--- src/rtl/operand_entry_pkg.sv ---
// Shared types and constants for the operand entry front end: FSM state
// encodings, reset values and the debounce counter width helper.
package operand_entry_pkg;

    typedef enum logic [1:0] {
        S_X   = 2'd0,
        S_Y   = 2'd1,
        S_OP  = 2'd2,
        S_OUT = 2'd3
    } state_t;

    localparam state_t RST_STATE = S_X;
    localparam logic   RST_CTRL  = 1'b0;
    localparam logic   RST_VALID = 1'b0;

    // Bits needed to count 0 .. value-1; never less than one bit.
    function automatic int clog2(input int value);
        int width;
        width = 1;
        for (int i = 1; i < 31; i++) begin
            if ((1 << i) < value) begin
                width = i + 1;
            end
        end
        return width;
    endfunction

endpackage

--- src/rtl/operand_entry_fsm_btn_debounce.sv ---
// Push-button conditioning: two-flop synchronizer, stability debouncer and
// a registered one-cycle pulse on each accepted 0->1 level change.
module btn_debounce
    import operand_entry_pkg::*;
#(
    parameter int DEBOUNCE_CYCLES = 16
) (
    input  logic clk,
    input  logic rst,
    input  logic btn,
    output logic press
);

    localparam int            CW       = clog2(DEBOUNCE_CYCLES);
    localparam logic [CW-1:0] CNT_LAST = CW'(DEBOUNCE_CYCLES - 1);

    logic          s1_reg;
    logic          s2_reg;
    logic          level_reg;
    logic [CW-1:0] cnt_reg;
    logic          press_reg;

    always_ff @(posedge clk) begin
        if (rst) begin
            s1_reg    <= 1'b0;
            s2_reg    <= 1'b0;
            level_reg <= 1'b0;
            cnt_reg   <= '0;
            press_reg <= 1'b0;
        end else begin
            s1_reg    <= btn;
            s2_reg    <= s1_reg;
            press_reg <= 1'b0;
            if (s2_reg == level_reg) begin
                cnt_reg <= '0;
            end else if (cnt_reg == CNT_LAST) begin
                // Pulse is issued on the same edge the level flips, rising only.
                level_reg <= s2_reg;
                cnt_reg   <= '0;
                press_reg <= s2_reg;
            end else begin
                cnt_reg <= cnt_reg + 1'b1;
            end
        end
    end

    assign press = press_reg;

endmodule

--- src/rtl/operand_entry_fsm.sv ---
// Operand entry front end: captures X, Y and add/sub control on successive
// button presses and offers them downstream via valid/ready.
// Optional cancel button enabled by defining OPERAND_ENTRY_CANCEL_EN.
module operand_entry_fsm
    import operand_entry_pkg::*;
#(
    parameter int DATA_W          = 4,
    parameter int DEBOUNCE_CYCLES = 16
) (
    input  logic              clk,
    input  logic              rst,
    input  logic              btn,
`ifdef OPERAND_ENTRY_CANCEL_EN
    input  logic              btn_cancel,
`endif
    input  logic [DATA_W-1:0] sw,
    input  logic              op_sw,
    output logic [DATA_W-1:0] out_x,
    output logic [DATA_W-1:0] out_y,
    output logic              out_ctrl,
    output logic              out_valid,
    input  logic              out_ready,
    output logic [1:0]        state_dbg
);

    state_t            state_reg;
    logic [DATA_W-1:0] x_reg;
    logic [DATA_W-1:0] y_reg;
    logic              ctrl_reg;
    logic              valid_reg;
    logic              press;
    logic              cancel;

    btn_debounce #(
        .DEBOUNCE_CYCLES(DEBOUNCE_CYCLES)
    ) u_press (
        .clk  (clk),
        .rst  (rst),
        .btn  (btn),
        .press(press)
    );

`ifdef OPERAND_ENTRY_CANCEL_EN
    btn_debounce #(
        .DEBOUNCE_CYCLES(DEBOUNCE_CYCLES)
    ) u_cancel (
        .clk  (clk),
        .rst  (rst),
        .btn  (btn_cancel),
        .press(cancel)
    );
`else
    assign cancel = 1'b0;
`endif

    always_ff @(posedge clk) begin
        if (rst) begin
            state_reg <= RST_STATE;
            x_reg     <= '0;
            y_reg     <= '0;
            ctrl_reg  <= RST_CTRL;
            valid_reg <= RST_VALID;
        end else begin
            case (state_reg)
                S_X: begin
                    if (press) begin
                        x_reg     <= sw;
                        state_reg <= S_Y;
                    end
                end
                S_Y: begin
                    if (cancel) begin
                        state_reg <= S_X;
                    end else if (press) begin
                        y_reg     <= sw;
                        state_reg <= S_OP;
                    end
                end
                S_OP: begin
                    if (cancel) begin
                        state_reg <= S_X;
                    end else if (press) begin
                        ctrl_reg  <= op_sw;
                        valid_reg <= 1'b1;
                        state_reg <= S_OUT;
                    end
                end
                S_OUT: begin
                    // Presses are deliberately dropped while the set is on offer.
                    if (valid_reg && out_ready) begin
                        valid_reg <= 1'b0;
                        state_reg <= S_X;
                    end
                end
                default: begin
                    state_reg <= S_X;
                end
            endcase
        end
    end

    assign out_x     = x_reg;
    assign out_y     = y_reg;
    assign out_ctrl  = ctrl_reg;
    assign out_valid = valid_reg;
    assign state_dbg = state_reg;

endmodule
--- config.mk ---
export PLATFORM = sky130hd
export DESIGN_NAME = operand_entry_fsm
export DESIGN_NICKNAME = d
export VERILOG_FILES = /design/src/rtl/operand_entry_pkg.sv /design/src/rtl/operand_entry_fsm_btn_debounce.sv /design/src/rtl/operand_entry_fsm.sv
export SDC_FILE = /design/constraint.sdc
export NUM_CORES = 1
export LEC_CHECK = 0
export BUFFER_PORTS_ARGS = -buffer_cell sky130_fd_sc_hd__buf_4
export CORE_MARGIN = 2
export CORE_UTILIZATION = 50
export DETAILED_ROUTE_END_ITERATION = 8
export HOLD_SLACK_MARGIN = 0.15
export PLACE_DENSITY = 0.87
export SLEW_MARGIN = 10
export SYNTH_ARGS = -nofsm -noshare
export SYNTH_HDL_FRONTEND = slang
export SYNTH_SLANG_ARGS = --single-unit
--- constraint.sdc ---
create_clock -name clk -period 1.52 [get_ports clk]
set_input_delay 0.228 -clock clk [delete_from_list [all_inputs] [get_ports clk]]
set_output_delay 0.228 -clock clk [all_outputs]
set_load 0.1 [all_outputs]
# After elaboration in Yosys (flattened, before gate mapping)
# Cells that the tools add are included.
# W data, S select, Z words.
totals:
  register_bits: 20
  elab_cells: 41
  output_inout_bits: 12
  input_bits: 9
classes:
  n_reduce_logical: 11
  eq_ne: 9
  bitwise_logic: 2
  muxes: 8
  addsub: 1
op_table:
  columns: ["operator", "count"]
  rows:
  - ["$mux W2", 4]
  - ["$pmux W2 S4", 1]
  - ["$reduce_and A2 Y1", 4]
  - ["$ne A2 B1 Y1 const B", 3]
  - ["$reduce_or A3 Y1", 2]
  - ["$add A4 B1 Y4 const B", 1]
  - ["$eq A2 B2 Y1 const B", 2]
  - ["$eq A4 B4 Y1 const B", 1]
  - ["$reduce_and A4 Y1", 1]
  - ["$reduce_and A3 Y1", 1]
  - ["$eq A2 B1 Y1 const B", 1]
  - ["$logic_not A2 Y1", 1]
  - ["$mux W1", 2]
  - ["$ne A2 B2 Y1 const B", 1]
  - ["$not A1 Y1", 2]
  - ["$pmux W1 S2", 1]
  - ["$reduce_bool A2 Y1", 1]
  - ["$eq A1 B1 Y1", 1]
  - ["$logic_and A1 B1 Y1", 1]

# Depth between registers and ports, before layout
logic_depth:
  depth_word: 3
  ltp_mapped: 5
  ltp_nobuf: 5

# Hierarchy
# Synthesis repeated with hierarchy kept, for this count alone.
hier_totals:
  hier_cells: 94
  hier_area_um2: 854.6
modules_own_cells:
  columns: ["mod", "instances", "area_per_inst_um2", "cells_each"]
  rows:
  - ["operand_entry_fsm", 1, 573.0, 69]
  - ["btn_debounce", 1, 281.5, 25]

# Worst setup path after synthesis
# Ideal clock, no wire load.
synth_path:
  path_type: "flip-flop to flip-flop"
  startpoint: "register state_reg[0], in the netlist state_dbg[0]"
  endpoint: "register state_reg[1], in the netlist state_dbg[1]"
  arrival_time_ns: 2.075
  required_time_ns: 1.448
  path_stages_with_launch: 6
  period_less_slack_ns: 2.146
  setup_slack_ns: -0.626
  path_cell_list: "dfxtp_1 > inv_1 > ha_1 > nor3_2 > a2bb2oi_2 > mux2i_1"
synth_via:
  elab_chain_len: 3
  word_cells_on_any_way: 10
  cone_classes: "7 x eq/ne; 1 x mux; 2 x reduce/logical"
synth_rtl:
  columns: ["item", "line", "text"]
  rows:
  - ["start: declaration", "operand_entry_fsm.sv:26", "state_t state_reg;"]
  - ["start signal: assignment", "operand_entry_fsm.sv:58", "state_reg <= RST_STATE;"]
  - ["start signal: assignment", "operand_entry_fsm.sv:68", "state_reg <= S_Y;"]
  - ["start signal: assignment", "operand_entry_fsm.sv:73", "state_reg <= S_X;"]
  - ["$eq A2 B1 Y1 (tied with other cells)", "operand_entry_fsm.sv:64", "case (state_reg)"]
  - ["$ne A2 B1 Y1 (no line) or $ne A2 B2 Y1 (tied branches)", null, null]
  - ["$reduce_and A4 Y1 (no line)", null, null]
# Several ways; a longest one is shown, not always the timed one.
# A chain may end at the register's enable or synchronous reset.

# Worst setup path after layout
# Same ends and word-level chain as after synthesis.

==> results by group <==
Status
  – Run status: completed

Power
  – Leakage Power: between 0.4 and 0.5 nW
  – Net switching power figure: 185.9 uW
  – Sequential share of power: 0.565
  – Power density relative to cell area: approximately 860 mW/mm^2
  – Maximum resistive drop on vdd: a little over 600 uV
  – Switching fraction of total power: 0.1998
  – Combinational cell fraction of total power: 0.037
  – Internal cell power: 744.5 uW
  – Sum of internal, switching and leakage power: 930.4 uW
  – Proportion of power drawn by the clock network: 0.398

Synthesis
  – Dominant combinational cell family by area after synthesis: simple AND/OR/NAND/NOR gates
  – Complex-gate fraction of the synthesized area: 0.08984
  – Warnings, synthesis: 0
  – Seq cells post-synth: 20
  – Fraction of the yosys area taken by sequential cells: 0.4713
  – Synth Area in XOR/XNOR: 0.03093
  – Post-synthesis area per instance: approximately 9.2 um^2
  – Count of cell types in the netlist: 20
  – Number of nets produced by synthesis: 108
  – Basic-gate share of the synthesized area counting and, or, nand and nor cells: 0.2386
  – Adder-cell share of the synthesized area: 0.1031
  – Synthesized netlist cell count: 92
  – Post-synthesis instance area: 849.6 um^2
  – Proportion of synthesized area in mux cells: 0.03535

Timing
  – Number of pins with negative max-slew slack in the final report: 0
  – Hold violation count in the final report: 0
  – Final-layout worst hold slack: 0.1813 ns
  – Tmin final: around 1.4 ns
  – Post-route fraction of the period consumed by the critical path: 0.9127
  – Fmax: 720.8 MHz
  – Worst Setup Slack, final: ~0.13 ns
  – Setup repair after global routing missed its margin: no
  – Total negative setup slack: 0 ns
  – Max-slew headroom: 0.6845
  – Number of failing setup endpoints in the final timing report: 0
  – Tightest Pin Transition: 0.4726 ns
  – Final clock skew: 0.003077 ns

Clocking
  – Deepest clock path buffer count: 2
  – TritonCTS clock tree: built
  – Number of levels the H-tree was split into: 1
  – Post-CTS Setup Repair Bufs: 0
  – Clock root cell: clkbuf_4
  – Hold bufs inserted after CTS: 1
  – Clock insertion delay at the later pin of the skew report: approximately 0.30 ns
  – Total number of clock tree sinks: 20
  – Number of buffers created by CTS: 3
  – Clock edge transition at the registers on the reported setup and hold paths: approximately 0.12 ns
  – Post-cts resize count: 0

Floorplanning
  – Die height: 45.22 um
  – Die width: about 45 um
  – Die ar.: about 0.002 mm^2
  – Std cell rows: 14
  – Core ar.: 0.001541 mm^2
  – Initial Util: 0.5511
  – Top Ports: 21

Finish
  – Layout filler cell count: 131
  – # diodes: 0
  – Layout cell share with drive strength beyond 1: 0.2807
  – Area growth from synthesis to layout: 26.66%
  – Count of placed standard cells in the final layout, fillers left out: 130
  – Number of nets at the end of the flow: between 100 and 150

Setup path
  – Crit-path max cell delay: 0.39 ns
  – Logic depth of the worst register-to-register path: 5
  – Arrival time of the worst setup path: 1.63 ns
  – Required time worst endpoint: 1.76 ns
  – Critical Path Source Type: register
  – FF-to-FF Start: state_dbg[0]$_SDFFE_PP0P_
  – Kind of critical path: reg -> reg
  – Worst path slowest cell: dfxtp_4
  – Crit path launch: state_dbg[0]$_SDFFE_PP0P_
  – Crit. End Element: register
  – Largest fanout on the critical path: 6
  – Cell chain of the critical path: inv_1, ha_2, nor3_2, a2bb2oi_2, mux2i_1

Min path
  – Worst Hold Class: in -> reg
  – Cells on Worst Hold Path: 3
  – Hold path startpoint: op_sw

Place
  – Placed insts: 125
  – Place WS: roughly 0.18 ns
  – Post-detailed-placement half-perimeter wirelength: around 1200 um
  – Port Buffers: 20
  – Final RePlAce weighted congestion: 0.7587

Route
  – Drt pass-1 iters: 4
  – Vias per std cell: 5.231
  – Aggregate routed wire length: 1673 um
  – Drt wl/cell: 12.87 um
  – Number of nets still failing antenna checks after routing: 0
  – Number of vias after detailed routing: 680
  – Number of DRC markers after the initial detailed-route iteration: 12
  – Remaining DRCs: 0

Global route
  – Maximum number of pins on one net before global-route repair: 21
  – Wire length of the first global-routing pass: 2670 um
  – Number of antenna violations at the first check in global routing: 0
  – GR Util All Layers: 0.1798
  – Number of global-route vias before repair: ~640
  – Overall overflow remaining after global route: 0

Job
  – Reported max-cap violation count: 0
## critical path: cells and delay by family (launching register included)
kind / cells / cell delay [ns]
buf+inv: 1 / 0.10
compound gates: 1 / 0.21
simple gates: 1 / 0.19
fa+ha+maj: 1 / 0.24
mux: 1 / 0.19
flops: 1 / 0.39
## logic make-up (layout without fill, tap and decap cells)
kind of cell / Yosys count / in the layout
AOI/OAI and AO/OA: 12 / 12
xor gates and xnor gates: 3 / 3
DFF: 20 / 20
buffers and inverters: 6 / 28
muxes: 3 / 3
and+or+nand+nor: 41 / 41
adders and majority gates: 7 / 7
## metal layers
| layer | vias to the layer above | part of all wire | track usage | routed length, um |
|---|---|---|---|---|
| li1 | 354 | - | - | - |
| met1 | 306 | 0.41 | 0.1940 | 688 |
| met2 | 18 | 0.53 | 0.3257 | 890 |
| met3 | 2 | 0.043 | 0.03200 | 72 |
| met4 | 0 | 0.014 | 0.1000 | 23 |
| met5 | - | 0 | 0 | 0 |
## layout by cell type (no fill, tap or decap), drive strengths merged, types with 2 or more instances in the layout
master | netlist | routed
ha | 7 | 7
nand3 | 11 | 11
a21oi | 9 | 9
nand2b | 3 | 3
buf | 3 | 20
mux2i | 3 | 3
inv | 3 | 3
dfxtp | 20 | 20
nor2 | 5 | 5
clkbuf | 0 | 4
xor2 | 3 | 3
nand2 | 15 | 15
nor2b | 2 | 2
## power groups by stage
stage | Combinational, mW | Clock (mW) | Sequential, mW
floorplan | 0.0137 | 0 | 0.537
detailed placement | 0.0325 | 0 | 0.537
global route | 0.0380 | 0.386 | 0.526
global placement | 0.0313 | 0 | 0.537
finish | 0.0348 | 0.370 | 0.525
CTS | 0.0350 | 0.372 | 0.525
## Yosys cell counts, drive strengths merged
| library cell | instances | area, um^2 |
|---|---|---|
| nand2b | 3 | 18.77 |
| nor4b | 1 | 8.760 |
| buf | 3 | 15.01 |
| or2 | 1 | 6.260 |
| nor2b | 2 | 12.51 |
| nand3 | 11 | 55.05 |
| xor2 | 3 | 26.28 |
| nand3b | 1 | 7.510 |
| inv | 3 | 11.26 |
| mux2i | 3 | 30.03 |
| o21bai | 1 | 7.510 |
| nor3 | 1 | 10.01 |
| dfxtp | 20 | 400.4 |
| ha | 7 | 87.58 |
| a21oi | 9 | 45.04 |
| and3b | 1 | 8.760 |
| a32oi | 1 | 8.760 |
| nand2 | 15 | 56.30 |
| nor2 | 5 | 18.77 |
| a2bb2oi | 1 | 15.01 |
## final timing paths
kind              slack [ns]                        end
hold / removal          0.18      out_ctrl$_SDFFE_PP0P_
hold reg to reg         0.45  u_press.s2_reg$_SDFF_PP0_
setup / recovery        0.13  state_dbg[1]$_SDFFE_PP0P_
setup reg to reg        0.13  state_dbg[1]$_SDFFE_PP0P_
## through the flow
stage            util  area (um^2)
6_report       0.6981         1076
5_1_grt        0.6981         1076
4_1_cts        0.6981         1076
3_5_place_dp   0.6607         1018
3_3_place_gp   0.6607         1018
2_1_floorplan       -        863.3
## cell type report
type / instances / area [um^2] / area share
multi-input combinational: 66 / 427.9 / 0.3977
sequential: 20 / 409.1 / 0.3802
timing repair buffer: 21 / 160.2 / 0.1488
clock buffer: 4 / 47.55 / 0.04419
tap: 16 / 20.02 / 0.01860
inverter: 3 / 11.26 / 0.01047
No activity file was read; power rests on OpenSTA's default activity.
